<file path="src/rtl/cc_level_sequencer.sv">
// Level row sequencer: emits LFSR-generated obstacle rows per tick,
// walking through levels of growing length with a valid/ready handoff.
module cc_level_sequencer #(
  parameter int          LANE_WIDTH   = 8,
  parameter int          ACTIVE_LANES = 5,
  parameter int          LEVELS       = 3,
  parameter int          BASE_ROWS    = 10,
  parameter int          ROW_STEP     = 5,
  parameter logic [15:0] SEED         = 16'hACE1,
  localparam int LW = (LEVELS > 1) ? $clog2(LEVELS) : 1,
  localparam int PW = $clog2(BASE_ROWS + (LEVELS - 1) * ROW_STEP + 1)
) (
  input  logic                  CC_LEVEL_SEQUENCER_CLOCK_50,
  input  logic                  CC_LEVEL_SEQUENCER_RESET_InLow,
  input  logic                  CC_LEVEL_SEQUENCER_Start_In,
  input  logic [LW-1:0]         CC_LEVEL_SEQUENCER_StartLevel_In,
  input  logic                  CC_LEVEL_SEQUENCER_Abort_In,
  input  logic                  CC_LEVEL_SEQUENCER_Tick_In,
  input  logic                  CC_LEVEL_SEQUENCER_Ready_In,
  output logic [LANE_WIDTH-1:0] CC_LEVEL_SEQUENCER_Row_OutBus,
  output logic                  CC_LEVEL_SEQUENCER_Valid_Out,
  output logic [PW-1:0]         CC_LEVEL_SEQUENCER_Progress_Out,
  output logic [LW-1:0]         CC_LEVEL_SEQUENCER_Level_Out,
  output logic                  CC_LEVEL_SEQUENCER_LevelDone_Out,
  output logic                  CC_LEVEL_SEQUENCER_GameDone_Out,
  output logic                  CC_LEVEL_SEQUENCER_Overflow_Out
);

  typedef enum logic [1:0] {
    IDLE,
    RUN,
    LEVEL_END,
    DONE
  } state_t;

  localparam logic [15:0] MASK = 16'hB400;
  localparam logic [LW-1:0] LAST_LVL = LW'(LEVELS - 1);
  localparam logic [LANE_WIDTH-1:0] ACT_MASK =
    LANE_WIDTH'((32'd1 << ACTIVE_LANES) - 32'd1);
  localparam logic [LANE_WIDTH-1:0] ONE = LANE_WIDTH'(1);

  logic clk;
  logic rst_n;
  logic start;
  logic abort;
  logic tick;
  logic ready;

  assign clk   = CC_LEVEL_SEQUENCER_CLOCK_50;
  assign rst_n = CC_LEVEL_SEQUENCER_RESET_InLow;
  assign start = CC_LEVEL_SEQUENCER_Start_In;
  assign abort = CC_LEVEL_SEQUENCER_Abort_In;
  assign tick  = CC_LEVEL_SEQUENCER_Tick_In;
  assign ready = CC_LEVEL_SEQUENCER_Ready_In;

  state_t                state_q;
  state_t                state_d;
  logic [15:0]           lfsr_q;
  logic [LANE_WIDTH-1:0] row_q;
  logic                  valid_q;
  logic [PW-1:0]         prog_q;
  logic [LW-1:0]         level_q;
  logic                  ovf_q;

  logic                  in_run;
  logic                  start_ok;
  logic                  accept;
  logic                  last_acc;
  logic                  take;
  logic                  drop;
  logic                  level_done;
  logic                  game_done;
  logic [LW-1:0]         start_lvl;
  logic [PW-1:0]         level_len;
  logic [15:0]           lfsr_nx;
  logic [7:0]            lane_a;
  logic [7:0]            lane_b;
  logic [7:0]            raw;
  logic [LANE_WIDTH-1:0] pat_raw;
  logic [LANE_WIDTH-1:0] pat;
  logic [PW-1:0]         lane_idx;

  // Zero seeds would lock the LFSR, so fall back to the base seed.
  function automatic logic [15:0] seed_for(input logic [LW-1:0] lv);
    logic [15:0] s;
    s = SEED ^ {4{4'(lv)}};
    return (s == 16'h0) ? SEED : s;
  endfunction

  assign start_lvl =
    (CC_LEVEL_SEQUENCER_StartLevel_In > LAST_LVL) ?
    LAST_LVL : CC_LEVEL_SEQUENCER_StartLevel_In;

  assign level_len = PW'(BASE_ROWS) + PW'(ROW_STEP) * PW'(level_q);

  assign in_run   = (state_q == RUN);
  assign start_ok = start && ((state_q == IDLE) || (state_q == DONE));
  assign accept   = valid_q && ready;
  assign last_acc = in_run && accept && (prog_q == level_len);
  assign take     = in_run && tick && (!valid_q || ready) && !last_acc;
  assign drop     = in_run && tick && valid_q && !ready;

  assign lfsr_nx = {1'b0, lfsr_q[15:1]} ^ (lfsr_q[0] ? MASK : 16'h0);
  assign lane_a  = lfsr_nx[7:0];
  assign lane_b  = lfsr_nx[15:8];

  always_comb begin
    raw = lane_a | lane_b;
    if (level_q == LW'(0)) begin
      raw = lane_a & lane_b;
    end else if (level_q == LW'(1)) begin
      raw = lane_a;
    end
  end

  // A fully blocked row always leaves the lane indexed by the row number open.
  always_comb begin
    pat_raw  = raw[LANE_WIDTH-1:0] & ACT_MASK;
    lane_idx = prog_q % PW'(ACTIVE_LANES);
    pat      = pat_raw;
    if (pat_raw == ACT_MASK) begin
      pat = pat_raw & ~(ONE << lane_idx);
    end
  end

  always_ff @(posedge clk or negedge rst_n) begin
    if (!rst_n) begin
      state_q <= IDLE;
    end else begin
      state_q <= state_d;
    end
  end

  always_comb begin
    state_d = state_q;
    if (abort) begin
      state_d = IDLE;
    end else begin
      unique case (state_q)
        IDLE:      if (start) state_d = RUN;
        RUN:       if (last_acc) state_d = LEVEL_END;
        LEVEL_END: state_d = (level_q == LAST_LVL) ? DONE : RUN;
        DONE:      if (start) state_d = RUN;
        default:   state_d = IDLE;
      endcase
    end
  end

  always_comb begin
    level_done = 1'b0;
    game_done  = 1'b0;
    unique case (state_q)
      LEVEL_END: level_done = 1'b1;
      DONE:      game_done  = 1'b1;
      default: begin
        level_done = 1'b0;
        game_done  = 1'b0;
      end
    endcase
  end

  always_ff @(posedge clk or negedge rst_n) begin
    if (!rst_n) begin
      lfsr_q  <= SEED;
      row_q   <= '0;
      valid_q <= 1'b0;
      prog_q  <= '0;
      level_q <= '0;
      ovf_q   <= 1'b0;
    end else if (abort) begin
      valid_q <= 1'b0;
      prog_q  <= '0;
    end else if (start_ok) begin
      level_q <= start_lvl;
      lfsr_q  <= seed_for(start_lvl);
      prog_q  <= '0;
      valid_q <= 1'b0;
      ovf_q   <= 1'b0;
    end else if (in_run) begin
      if (take) begin
        lfsr_q  <= lfsr_nx;
        prog_q  <= prog_q + PW'(1);
        row_q   <= pat;
        valid_q <= 1'b1;
      end else if (accept) begin
        valid_q <= 1'b0;
      end
      if (drop) begin
        ovf_q <= 1'b1;
      end
    end else if (state_q == LEVEL_END) begin
      valid_q <= 1'b0;
      if (level_q != LAST_LVL) begin
        level_q <= level_q + LW'(1);
        prog_q  <= '0;
        lfsr_q  <= seed_for(level_q + LW'(1));
      end
    end
  end

  assign CC_LEVEL_SEQUENCER_Row_OutBus     = row_q;
  assign CC_LEVEL_SEQUENCER_Valid_Out      = valid_q;
  assign CC_LEVEL_SEQUENCER_Progress_Out   = prog_q;
  assign CC_LEVEL_SEQUENCER_Level_Out      = level_q;
  assign CC_LEVEL_SEQUENCER_LevelDone_Out  = level_done;
  assign CC_LEVEL_SEQUENCER_GameDone_Out   = game_done;
  assign CC_LEVEL_SEQUENCER_Overflow_Out   = ovf_q;

endmodule

</file>
<file path="config.mk">
export PLATFORM = sky130hd
export DESIGN_NAME = cc_level_sequencer
export DESIGN_NICKNAME = d
export VERILOG_FILES = /design/src/rtl/cc_level_sequencer.sv
export SDC_FILE = /design/constraint.sdc
export NUM_CORES = 1
export LEC_CHECK = 0
export ABC_AREA = 1
export CAP_MARGIN = 20
export CORE_ASPECT_RATIO = 2
export CORE_MARGIN = 5
export CORE_UTILIZATION = 50
export CTS_CLUSTER_SIZE = 16
export DETAILED_ROUTE_END_ITERATION = 10
export PLACE_DENSITY = 0.73
export SLEW_MARGIN = 20
export SYNTH_ARGS = -nofsm -noshare
export SYNTH_HDL_FRONTEND = slang
export SYNTH_SLANG_ARGS = --single-unit
</file>
<file path="constraint.sdc">
create_clock -name CC_LEVEL_SEQUENCER_CLOCK_50 -period 3.38 [get_ports CC_LEVEL_SEQUENCER_CLOCK_50]
set_input_delay 1.014 -clock CC_LEVEL_SEQUENCER_CLOCK_50 [delete_from_list [all_inputs] [get_ports CC_LEVEL_SEQUENCER_CLOCK_50]]
set_output_delay 1.014 -clock CC_LEVEL_SEQUENCER_CLOCK_50 [all_outputs]
set_load 0.02 [all_outputs]
</file>
Word level (Yosys, flattened, before mapping)
Index checks and enable logic that the tools add are counted.
{"block": "classes", "add_sub_neg": 3, "n_mul": 1, "div": 1, "n_lt_le_gt_ge": 1, "n_eq_ne": 14, "shifts": 1, "mux": 38, "bitwise": 9, "n_reduce_logical": 34}
{"cell": "16-bit 2-to-1 mux", "count": 8}
{"cell": "5-bit 2-to-1 mux", "count": 8}
{"cell": "16-bit logical NOT", "count": 2}
{"cell": "2-bit 2-to-1 mux", "count": 9}
{"cell": "7-bit inverter with 8-bit output", "count": 2}
{"cell": "15-bit by 16-bit bitwise XOR with 16-bit output", "count": 1}
{"cell": "4-bit AND reduction", "count": 3}
{"cell": "1-bit 2-to-1 mux", "count": 11}
{"cell": "1-bit logical AND", "count": 9}
{"cell": "5-bit by 8-bit bitwise AND with 8-bit output", "count": 1}
{"cell": "8-bit 2-to-1 mux", "count": 1}
{"cell": "8-bit inverter", "count": 1}
{"cell": "2-bit nonzero test", "count": 4}
{"cell": "4-bit nonzero test", "count": 2}
{"cell": "1-bit by 5-bit << shifter with 8-bit output, first input constant", "count": 1}
{"cell": "2-bit equality test, second input constant", "count": 3}
{"cell": "3-bit by 1-bit != test with 1-bit output, second input constant", "count": 2}
{"cell": "2-bit one-hot mux with 3 select lines", "count": 1}
{"cell": "3-bit AND reduction", "count": 2}
{"cell": "3-bit nonzero test", "count": 2}
{"cell": "4-bit by 5-bit adder with 5-bit output, first input constant", "count": 1}
{"cell": "5-bit by 1-bit adder with 5-bit output, second input constant", "count": 1}
{"cell": "5-bit bitwise AND", "count": 1}
{"cell": "5-bit equality test", "count": 1}
{"cell": "other kinds (18)", "count": 25}
{"block": "word_totals", "reg_bits": 35, "inputBits": 8, "output_inout_bits": 19, "word_cells": 109}

Depth between registers and ports, before layout
{"block": "logic_depth", "word_depth": 10, "mapped_depth": 18, "mapped_depth_nobuf": 17}

Worst setup path after synthesis
No wires, ideal clock.
{"block": "synth_timing", "kind": "input port to flip-flop", "from": "input port CC_LEVEL_SEQUENCER_Start_In", "to": "register prog_q[2] (netlist: CC_LEVEL_SEQUENCER_Progress_Out[2])", "setup_ps": 122, "arrival_ps": 2162, "required_ps": 3258, "slack_ps": 1096, "stages": 10, "path_buffers": 0, "cell_sequence": "nand2_2 -> clkinv_1 -> nor2_4 -> inv_1 -> nor2_1 -> nand2_1 -> nand2_1 -> o21ai_0 -> nand2_1 -> nor2_1"}
{"block": "synth_via", "elab_chain_cells": 3, "elab_cells_between_ends": 7, "classes_between": "eq/ne (1); mux (2); reduce/logical (4)"}
{"element": "from (decl)", "line": "15", "text": "input logic CC_LEVEL_SEQUENCER_Start_In,"}
{"element": "1-bit logical AND (*)", "line": "97", "text": "assign start_ok = start && ((state_q == IDLE) || (state_q == DONE));"}
{"element": "4-bit by 2-bit != test with 1-bit output (no line), or another cell as far along"}
{"element": "3-bit AND reduction (no line) or 5-bit 2-to-1 mux (tied branches)"}
{"element": "to (signal assigned)", "line": "182", "text": "prog_q <= prog_q + PW'(1);"}
{"element": "to (decl)", "line": "61", "text": "logic [PW-1:0] prog_q;"}
Every way passes the cells marked *; elsewhere a longest branch is shown, timed or not.
A chain may end at the register's enable or synchronous reset.

Worst setup path after layout
{"block": "layout_timing", "from": "register state_q[0]", "to": "output port CC_LEVEL_SEQUENCER_LevelDone_Out"}
{"block": "layout_via", "elab_chain_cells": 2}
{"element": "from (decl)", "line": "56", "text": "state_t state_q;"}
{"element": "from (signal assigned)", "line": "130", "text": "state_q <= state_d;"}
{"element": "2-bit equality test", "line": "152", "text": "unique case (state_q)"}
{"element": "1-bit 2-to-1 mux", "line": "152"}
{"element": "to (decl)", "line": "24", "text": "output logic CC_LEVEL_SEQUENCER_LevelDone_Out,"}
No other way between the ends.

==> impl_metrics.env <==
export IMPL_status="finished clean"
export IMPL_io_pins=27
export IMPL_worstReg2RegEnd="lfsr_q[2]$_DFFE_PN0P_"
export IMPL_min_period_over_period_pct=77.6
export IMPL_hold_class="reg2reg"
export IMPL_p_switching_w=0.00108
export IMPL_die_x_um=57.0
export IMPL_maxCapViolations=0
export IMPL_synth_edf_count=0
export IMPL_post_drt_wl_per_cell_um=13.5
export IMPL_crit_type="reg2out"
export IMPL_slew_headroom_pct=66.3
export IMPL_sequentialPowerShare_pct=30.9
export IMPL_drtPass1Iterations=5
export IMPL_portBuffers=23
export IMPL_initial_utilization_pct=51.0
export IMPL_hold_buffers=0
export IMPL_globalplace_congestion=0.857
export IMPL_grt_start_max_net_pins=33
export IMPL_grt_pass1_vias=1939
export IMPL_setup_violations=0
export IMPL_r2r_start="CC_LEVEL_SEQUENCER_Level_Out[0]$_DFFE_PN0P_"
export IMPL_vias_per_cell=5.27
export IMPL_crit_path_end_kind="primary output"
export IMPL_yosysSeqAreaShare_pct=36.7
export IMPL_clk_pin_slew_ns=0.07
export IMPL_dominantRegCellSynth="dfrtp_1"
export IMPL_routed_via_count=2038
export IMPL_drt_iter0_markers=74
export IMPL_worstHoldStart="lfsr_q[7]$_DFFE_PN1P_"
export IMPL_syn_inst=306
export IMPL_fmax_mhz=381
export IMPL_grt_pass1_wl_mm=8.71
export IMPL_hold_viol_final=0
export IMPL_avgSynthCellArea_sq_um=7.23
export IMPL_h_tree_depth=2
export IMPL_dieArea_sq_um=5940
export IMPL_cts_num_sinks=32
export IMPL_post_cts_buffers=0
export IMPL_tritoncts="built"
export IMPL_drc_errors=0
export IMPL_p_sw_share_pct=46.4
export IMPL_netlist_area_sq_um=2210
export IMPL_min_delay_path_depth=2
export IMPL_period_needed_ns=2.62
export IMPL_skew_ns=0.00817
export IMPL_postRouteAntennaNets=0
export IMPL_core_sq_um=4340
export IMPL_p_clk_share_pct=15.9
export IMPL_setup_tns_ns=0
export IMPL_cts_buffers_inserted=5
export IMPL_drv_slew=0
export IMPL_rrSetupSlack_ns=1.07
export IMPL_synth_cell_types=37
export IMPL_rows=34
export IMPL_whs_endpoint="lfsr_q[7]$_DFFE_PN1P_"
export IMPL_pre_cts_slack_ns=0.471
export IMPL_nFillCells=417
export IMPL_crit_fanout=4
export IMPL_area_growth_syn_to_layout_pct=17.4
export IMPL_diodes=0
export IMPL_p_leak_nw=1.27
export IMPL_crit_required_ns=2.37
export IMPL_vdd_drop_max_uv=581
export IMPL_clk_latency_ns=0.29
export IMPL_worstPathArrival_ns=1.61
export IMPL_comb_power_share_pct=53.2
export IMPL_powerDensity_nw_per_um2=896
export IMPL_clockBufferDepth=2
export IMPL_ys_async_sr_fraction_pct=100
export IMPL_p_int_w=0.00125
export IMPL_cts_root_buf="clkbuf_8"
export IMPL_reg2reg_depth=12
export IMPL_track_usage_pct=18.3
export IMPL_synth_seq_cells=32
export IMPL_ys_warn_count=0
export IMPL_rsz0062_at_grt="no"
export IMPL_critPathLaunchType="flip-flop"
export IMPL_dp_hpwl_mm=4.09
export IMPL_post_cts_resized=0
export IMPL_worstMarginPinSlew_ns=0.503
export IMPL_grt_ovfl_total=0
export IMPL_fp_dieH_um=104
export IMPL_fin_nets=350
export IMPL_wirelength_mm=5.22
export IMPL_drive_gt1_share_pct=13.8
export IMPL_antenna_found_initial=0
export IMPL_setup_ws_ns=0.758
## layer usage
layer  vias to the layer above  GRT usage (%)  part of all wire, %
met1                       951           19.3                   39
met4                         0           8.62                  2.5
met2                        33           33.9                   56
li1                       1043              -                    -
met5                         -              0                    0
met3                        11           2.48                  2.8
## power by group through the flow
stage               Sequential [W]  Clock, W  Combinational [W]
floorplan                 0.000748         0           0.000815
global placement          0.000720         0            0.00122
detailed placement        0.000725         0            0.00124
CTS                       0.000719  0.000376            0.00124
global route              0.000742  0.000395            0.00138
finish                    0.000720  0.000370            0.00124
## worst max-delay path: stages, from the launching register on
cell	delay [ns]
dfrtp_1	0.41
inv_1	0.07
ha_1	0.21
clkdlybuf4s50_1	0.63
## how the worst max path moves through the flow
stage               depth (start not counted)                                             end  slack (ns)                         from
global route                               11  CC_LEVEL_SEQUENCER_Progress_Out[2]$_DFFE_PN0P_        0.68  CC_LEVEL_SEQUENCER_Start_In
floorplan                                  10  CC_LEVEL_SEQUENCER_Progress_Out[2]$_DFFE_PN0P_        1.10  CC_LEVEL_SEQUENCER_Start_In
detailed placement                         11  CC_LEVEL_SEQUENCER_Progress_Out[3]$_DFFE_PN0P_        0.47  CC_LEVEL_SEQUENCER_Start_In
CTS                                         3                CC_LEVEL_SEQUENCER_LevelDone_Out        0.74       state_q[0]$_DFFE_PN0P_
global placement                           11  CC_LEVEL_SEQUENCER_Progress_Out[3]$_DFFE_PN0P_        0.48  CC_LEVEL_SEQUENCER_Start_In
finish                                      3                CC_LEVEL_SEQUENCER_LevelDone_Out        0.76       state_q[0]$_DFFE_PN0P_
## cell families after synthesis
| family | count (synthesis) | share of synthesized area [%] |
|---|---|---|
| AOI/OAI and AO/OA | 58 | 15.7 |
| adders and majority gates | 10 | 5.66 |
| buffers and inverters | 54 | 10.2 |
| DFF | 32 | 36.7 |
| other | 1 | 0.170 |
| and+or+nand+nor | 147 | 30.0 |
| xor gates and xnor gates | 4 | 1.58 |
## cells in the mapped netlist, types with 3 or more instances
master    number  share of area, %
inv_1         33               5.6
nand2_1       71                12
a21oi_1        9               2.0
ha_1          10               5.7
nand2_2        6               1.7
a211oi_1       3               1.0
dfstp_2        8               9.5
inv_2          7               1.2
o21ai_0       24               5.4
clkinv_1       4              0.68
buf_2          3              0.68
nand4_1        5               1.4
nand3_2        5               2.3
a31oi_1        6               1.7
nand3_1       17               3.8
nor3_1         4              0.91
o31ai_1        6               2.0
nor2_1        32               5.4
xor2_1         4               1.6
dfrtp_1       24                27
buf_4          3               1.0
## flip-flops by register name, indices dropped and copies added (netlist names)
register,count
CC_LEVEL_SEQUENCER_Overflow_Out,1
CC_LEVEL_SEQUENCER_Level_Out,2
CC_LEVEL_SEQUENCER_Valid_Out,1
CC_LEVEL_SEQUENCER_Row_OutBus,5
lfsr_q,16
state_q,2
CC_LEVEL_SEQUENCER_Progress_Out,5
## per-stage QoR
stage / std cells / hold WS (ns) / instance area, sq um / power (W) / utilization [%]
2_1_floorplan: 308 / 0.441 / 2220 / 0.00156 / -
3_3_place_gp: 379 / 0.450 / 2490 / 0.00194 / 57.3
3_5_place_dp: 379 / 0.454 / 2490 / 0.00196 / 57.3
4_1_cts: 387 / 0.465 / 2600 / 0.00234 / 59.9
5_1_grt: 387 / 0.495 / 2600 / 0.00252 / 59.9
6_report: 387 / 0.466 / 2600 / 0.00233 / 59.9
## placed cells by master (no fill, tap or decap), types with 2 or more instances in the layout
cell type / Yosys / final
a211oi_1: 3 / 3
a21oi_1: 9 / 9
a22oi_1: 2 / 2
a31oi_1: 6 / 6
buf_4: 3 / 4
clkbuf_8: 0 / 5
clkdlybuf4s50_1: 0 / 23
clkinv_1: 4 / 4
conb_1: 1 / 3
dfrtp_1: 24 / 24
dfstp_2: 8 / 8
ha_1: 10 / 10
inv_1: 33 / 33
inv_2: 7 / 7
nand2_1: 71 / 71
nand2_2: 6 / 6
nand3_1: 17 / 17
nand3_2: 5 / 5
nand4_1: 5 / 5
nor2_1: 32 / 32
nor3_1: 4 / 4
nor4_1: 2 / 2
o211ai_1: 2 / 2
o21ai_0: 24 / 24
o22ai_1: 2 / 2
o31ai_1: 6 / 6
or2_2: 2 / 2
xor2_1: 4 / 4
## final cells by class
cell class                 instances  area (sq um)  share of cell area (%)
inverter                          44           165                    6.36
clock inverter                     3          42.5                    1.64
sequential                        32           811                    31.2
tap                               54          67.6                    2.60
clock buffer                       5          68.8                    2.65
multi-input combinational        222          1180                    45.5
timing repair buffer              27           260                    10.0
Note: power is estimated with default switching activity, not from simulation.
